File: config.mk
export PLATFORM = sky130hd
export DESIGN_NAME = shift_sequencer
export DESIGN_NICKNAME = d
export VERILOG_FILES = /design/src/rtl/shift_pkg.sv /design/src/rtl/shift_step.sv /design/src/rtl/shift_sequencer.sv
export SDC_FILE = /design/constraint.sdc
export NUM_CORES = 1
export LEC_CHECK = 0
export ABC_AREA = 1
export CORE_ASPECT_RATIO = 1.75
export CORE_MARGIN = 2
export CORE_UTILIZATION = 54
export CTS_BUF_LIST = sky130_fd_sc_hd__clkbuf_8
export DETAILED_ROUTE_END_ITERATION = 8
export GPL_TIMING_DRIVEN = 0
export PLACE_DENSITY = 0.82
export SETUP_SLACK_MARGIN = 0.2
export SLEW_MARGIN = 40
export SYNTH_ARGS = -nofsm -noshare
export SYNTH_HDL_FRONTEND = slang
export SYNTH_SLANG_ARGS = --single-unit
File: constraint.sdc
create_clock -name clk -period 2.5 [get_ports clk]
set_input_delay 0.25 -clock clk [delete_from_list [all_inputs] [get_ports clk]]
set_output_delay 0.25 -clock clk [all_outputs]
set_load 0.01 [all_outputs]
File: src/rtl/shift_pkg.sv
// Shared types and defaults for the multi-cycle shift sequencer.
// Holds the FSM state encoding and the legality rule for the per-cycle step size.
package shift_pkg;

    typedef enum logic [1:0] {
        IDLE  = 2'd0,
        SHIFT = 2'd1,
        DONE  = 2'd2
    } state_t;

    localparam int DEF_WIDTH = 16;
    localparam int DEF_AMT_W = 4;
    localparam int DEF_STEP  = 1;
    localparam int STEP_MAX  = 8;

    // STEP must be a power of two in 1..STEP_MAX.
    function automatic bit step_legal(input int s);
        return (s >= 1) && (s <= STEP_MAX) && ((s & (s - 1)) == 0);
    endfunction

endpackage

File: src/rtl/shift_step.sv
// Combinational single-step shifter: moves value by n (0..STEP) bits in one cycle.
// Supports left, logical right, arithmetic right and rotate in either direction.
module shift_step
    import shift_pkg::*;
#(
    parameter int WIDTH = DEF_WIDTH,
    parameter int STEP  = DEF_STEP,
    parameter int NW    = $clog2(STEP + 1)
) (
    input  logic [WIDTH-1:0] value_i,
    input  logic [NW-1:0]    n_i,
    input  logic             left_i,
    input  logic             arith_i,
    input  logic             rot_i,
    output logic [WIDTH-1:0] value_o
);

    logic [2*WIDTH-1:0] dbl;
    logic [2*WIDTH-1:0] rot_l;
    logic [2*WIDTH-1:0] rot_r;

    // Rotation is a shift of the value concatenated with itself.
    assign dbl   = {value_i, value_i};
    assign rot_l = dbl << n_i;
    assign rot_r = dbl >> n_i;

    always_comb begin
        value_o = value_i;
        if (rot_i) begin
            if (left_i) begin
                value_o = rot_l[2*WIDTH-1:WIDTH];
            end else begin
                value_o = rot_r[WIDTH-1:0];
            end
        end else if (left_i) begin
            value_o = value_i << n_i;
        end else if (arith_i) begin
            value_o = $unsigned($signed(value_i) >>> n_i);
        end else begin
            value_o = value_i >> n_i;
        end
    end

endmodule

File: src/rtl/shift_sequencer.sv
// Multi-cycle shift controller: accepts one op, iterates shift_step STEP bits per cycle, holds result.
// Optional rotate support is compiled in when SHIFT_ROTATE_EN is defined.
module shift_sequencer
    import shift_pkg::*;
#(
    parameter int WIDTH = DEF_WIDTH,
    parameter int AMT_W = DEF_AMT_W,
    parameter int STEP  = DEF_STEP
) (
    input  logic             clk,
    input  logic             reset,
    input  logic             in_valid,
    output logic             in_ready,
    input  logic [WIDTH-1:0] in_data,
    input  logic [AMT_W-1:0] in_amt,
    input  logic             in_left,
    input  logic             in_arith,
    input  logic             in_rot,
    output logic             out_valid,
    input  logic             out_ready,
    output logic [WIDTH-1:0] out_data,
    output logic             busy
);

    localparam int NW = $clog2(STEP + 1);

    if (!step_legal(STEP)) begin : g_bad_step
        $error("shift_sequencer: STEP must be a power of two in 1..8");
    end

    state_t           state_q, state_d;
    logic             in_ready_q;
    logic             out_valid_q;
    logic [WIDTH-1:0] out_data_q, out_data_d;
    logic [WIDTH-1:0] data_q, data_d;
    logic [AMT_W-1:0] rem_q, rem_d;
    logic             left_q, left_d;
    logic             arith_q, arith_d;
    logic             rot_eff;
    logic             accept;
    logic [NW-1:0]    step_n;
    logic [WIDTH-1:0] step_out;

    assign accept = in_valid && in_ready_q;

`ifdef SHIFT_ROTATE_EN
    logic rot_q;

    always_ff @(posedge clk) begin
        if (reset) begin
            rot_q <= 1'b0;
        end else if (state_q == IDLE && accept) begin
            rot_q <= in_rot;
        end
    end

    assign rot_eff = rot_q;
`else
    logic unused_rot;

    assign unused_rot = in_rot;
    assign rot_eff    = 1'b0;
`endif

    // Last step of an op may be shorter than STEP.
    assign step_n = (int'(rem_q) < STEP) ? NW'(rem_q) : NW'(STEP);

    shift_step #(
        .WIDTH (WIDTH),
        .STEP  (STEP),
        .NW    (NW)
    ) u_step (
        .value_i (data_q),
        .n_i     (step_n),
        .left_i  (left_q),
        .arith_i (arith_q),
        .rot_i   (rot_eff),
        .value_o (step_out)
    );

    always_comb begin
        state_d    = state_q;
        data_d     = data_q;
        rem_d      = rem_q;
        left_d     = left_q;
        arith_d    = arith_q;
        out_data_d = out_data_q;
        case (state_q)
            IDLE: begin
                if (accept) begin
                    data_d  = in_data;
                    rem_d   = in_amt;
                    left_d  = in_left;
                    arith_d = in_arith;
                    if (in_amt == '0) begin
                        state_d    = DONE;
                        out_data_d = in_data;
                    end else begin
                        state_d = SHIFT;
                    end
                end
            end
            SHIFT: begin
                data_d = step_out;
                rem_d  = rem_q - AMT_W'(step_n);
                if (rem_d == '0) begin
                    state_d    = DONE;
                    out_data_d = step_out;
                end
            end
            DONE: begin
                if (out_ready) begin
                    state_d = IDLE;
                end
            end
            default: begin
                state_d = IDLE;
            end
        endcase
    end

    // Handshake flags are registered from the next state so they stay glitch-free.
    always_ff @(posedge clk) begin
        if (reset) begin
            state_q     <= IDLE;
            in_ready_q  <= 1'b0;
            out_valid_q <= 1'b0;
            out_data_q  <= '0;
            data_q      <= '0;
            rem_q       <= '0;
            left_q      <= 1'b0;
            arith_q     <= 1'b0;
        end else begin
            state_q     <= state_d;
            in_ready_q  <= (state_d == IDLE);
            out_valid_q <= (state_d == DONE);
            out_data_q  <= out_data_d;
            data_q      <= data_d;
            rem_q       <= rem_d;
            left_q      <= left_d;
            arith_q     <= arith_d;
        end
    end

    assign in_ready  = in_ready_q;
    assign out_valid = out_valid_q;
    assign out_data  = out_data_q;
    assign busy      = (state_q != IDLE);

endmodule
==> flow_summary.yaml <==
global_routing:
  antenna_found_initial: 0
  grt_pass1_wl_um: 11400
  busiest_layer: "met2"
  grt_start_max_net_pins: 14
  grt_overflow: 0
  grt.total_usage_pct: 30.1
  gr-usage-met3_pct: 4.35
  grt_use_met1_pct: 35.2
  grt_use_met2_pct: 49.3
  grt_pass1_vias: 2554
layout:
  drive_gt1_share_pct: 11.9
  fin_area_mm2: 0.00309
  final_net_count: 457
  post-route-util_pct: 70.7
  ff_latch_area_um2: 842
  fillCellCount: 405
  syn_to_final_growth_pct: 26.9
  antenna_cells: 0
  multi_input_area_mm2: 0.00134
pwr:
  powerDensity_mw_per_mm2: 1020
  leakage_nw: 1.49
  vdd_drop_max_uv: 939
synth:
  syn_nets: 402
  async_reset_ff_share_pct: 0
  synth.area.top_cells: "dfxtp_1, nand2_1, nor2_1"
  synth-edff-count: 0
  yosysSeqAreaShare_pct: 34.6
  yosysTopAreaCell: "dfxtp_1"
  syn_inst: 374
  ys_warn_count: 0
  synthFlopType: "dfxtp_1"
  ys_ff_latch: 42
  syn_area_per_cell_um2: 6.50
  synth_top_area_share_pct: 34.6
  synthDistinctLibCells: 30
  synth_area_mm2: 0.00243
cts:
  clk_latency_ns: 0.30
  clk_pin_slew_ns: 0.08
  numClockSinks: 42
  cts_tree: "built"
  clk_path_buf_depth: 2
  root_buffer: "clkbuf_8"
  cts_buffers: 5
  cts_hold_buf: 0
  htree_levels: 2
setup_path:
  rrSetupSlack_ns: 0.33
  rr_endpoint: "out_data[10]"
  reg2regPathDepth: 12
  cp.arrival_ns: 2.37
  worst_setup_path_end_kind: "register"
  critPathMaxFanout: 10
  critPathRequiredTime_ns: 2.70
  start_kind: "register"
  path_class: "reg -> reg"
  reg2reg_from: "rem_q[2]"
timing:
  setup_violations: 0
  period_minus_slack_ns: 2.17
  rsz0062_at_grt: "false"
  hold_viol: 0
  fin_skew_ns: 0.00241
  drv_slew: 0
  relSlewSlack_pct: 67.7
  tightest_slew_ns: 0.485
  finalCritPeriodShare_pct: 87.0
  tns_ns: 0
  max_freq_mhz: 460
floorplan:
  io_pins: 46
  fp.dieH_um: 92.8
  chipWidth_um: 54.7
  die-area_mm2: 0.00508
  coreArea_mm2: 0.00436
  start_util_pct: 55.7
  fp-row-count: 32
hold_path:
  worstHoldStart: "out_data[8]"
  hold_depth: 2
  hold_class: "reg -> reg"
  hold_end: "out_data[8]"
placement:
  hpwl_um: 4930
  place.gp.congestion: 0.970
  port_buffers: 44
  placed_area_mm2: 0.00294
detailed_routing:
  totalWireLength_um: 6780
  vias: 2634
  wl_per_cell_um: 14.1
  post-route-drc-count: 0
  viasPerCell: 5.48
  ant_nets: 0
  drtIter0Drc: 170
  dr.pass1.iters: 5
run_status:
  status: "completed"
job:
  maxCapViolations: 0
-- layout make-up --
| class | count | share of cell area [%] |
|---|---|---|
| clock inverters | 3 | 1.34 |
| multi-input cells | 272 | 43.4 |
| repair buffers | 48 | 15.2 |
| flip-flops and latches | 42 | 27.3 |
| plain buffers | 20 | 3.53 |
| inverters | 40 | 4.87 |
| well taps | 51 | 2.07 |
| clock buffers | 5 | 2.23 |
-- synthesized netlist by cell type, types with 2 or more instances --
cell type and n:
a21oi_1 6, a21oi_4 2, a31oi_1 4, buf_2 10, buf_4 3, clkbuf_1 6, dfxtp_1 42, inv_1 38
inv_2 2, nand2_1 82, nand2_4 2, nand3_1 38, nand3_2 9, nand3b_1 6, nor2_1 72, nor2_2 2
nor2_4 2, nor3_1 3, o21ai_0 26, o21bai_1 7, or2_2 3
-- metal layers --
layer / part of all wire (%) / vias to the layer above
li1: - / 1295
met1: 39 / 1178
met2: 50 / 131
met3: 7.4 / 30
met4: 3.7 / 0
met5: 0 / -
-- where the power goes --
part	total, mW	switching (mW)	internal (mW)
clock network	0.542	0.247	0.294
logic	1.61	0.975	0.638
registers	0.989	0.145	0.844
total	3.14	1.37	1.78
-- sequential cells by signal (all words and copies together), names as in the netlist --
| register | flops |
|---|---|
| data_q | 16 |
| out_data | 16 |
| rem_q | 4 |
| state_q | 2 |
| arith_q | 1 |
| in_ready | 1 |
| left_q | 1 |
| out_valid | 1 |
-- cell usage in the layout (no fill, tap or decap) --
master / count
a21boi_2: 1
a21o_1: 1
a21oi_1: 6
a21oi_4: 2
a31oi_1: 4
buf_2: 9
buf_4: 8
buf_6: 1
bufinv_16: 1
clkbuf_1: 6
clkbuf_8: 5
clkdlybuf4s50_1: 44
clkinvlp_4: 1
dfxtp_1: 41
dfxtp_2: 1
ha_1: 1
inv_1: 39
inv_2: 2
nand2_1: 82
nand2_2: 1
nand2_4: 2
nand3_1: 38
nand3_2: 9
nand3b_1: 6
nand4_1: 1
nand4_2: 1
nor2_1: 72
nor2_2: 1
nor2_4: 3
nor3_1: 3
nor4_1: 1
o211ai_1: 1
o21ai_0: 26
o21bai_1: 7
or2_2: 3
-- logic make-up (layout without fill, tap and decap cells) --
| family | count (synthesis) | after routing | share of synthesized area, % |
|---|---|---|---|
| AO/OA/AOI/OAI | 48 | 48 | 12.2 |
| adder cells (fa/ha/maj) | 1 | 1 | 0.514 |
| buffers and inverters | 60 | 116 | 10.5 |
| flip-flops | 42 | 42 | 34.6 |
| AND/OR/NAND/NOR | 223 | 223 | 42.2 |
-- worst max-delay path by stage --
stage | endpoint | from | slack (ns)
detailed placement | out_data[10] | rem_q[1] | 0.21
global placement | out_data[10] | rem_q[1] | 0.24
finish | out_data[10] | rem_q[2] | 0.33
CTS | out_data[10] | rem_q[1] | 0.23
global route | out_data[4] | rem_q[2] | 0.19
floorplan | out_data[13] | rem_q[1] | 0.52
-- worst max-delay path: stages (launching register included) --
cell and delay (ns):
dfxtp_2 0.36, nor2_4 0.21, nand2_4 0.13, buf_4 0.20, nand2_1 0.08, inv_1 0.05
ha_1 0.28, nand3_1 0.12, nor2_4 0.17, a21oi_4 0.10, buf_4 0.18, nor2_1 0.13
nor2_1 0.05
-- stage by stage --
| step | hold WS, ns | power [mW] | instances | worst slack (ns) |
|---|---|---|---|---|
| 2_1_floorplan | 0.319 | 2.04 | 374 | 0.521 |
| 3_3_place_gp | 0.470 | 2.48 | 469 | 0.244 |
| 3_5_place_dp | 0.494 | 2.51 | 469 | 0.214 |
| 4_1_cts | 0.511 | 3.07 | 477 | 0.232 |
| 5_1_grt | 0.548 | 3.37 | 481 | 0.188 |
| 6_report | 0.509 | 3.14 | 481 | 0.325 |
-- repair_timing --
item / CTS / global route
resized for setup: 1 / 3
endpoints found under the setup margin: 4 / 18
pin swaps: 0 / 4
buffers inserted: 0 / 4
(Power assumes the default switching activity.)
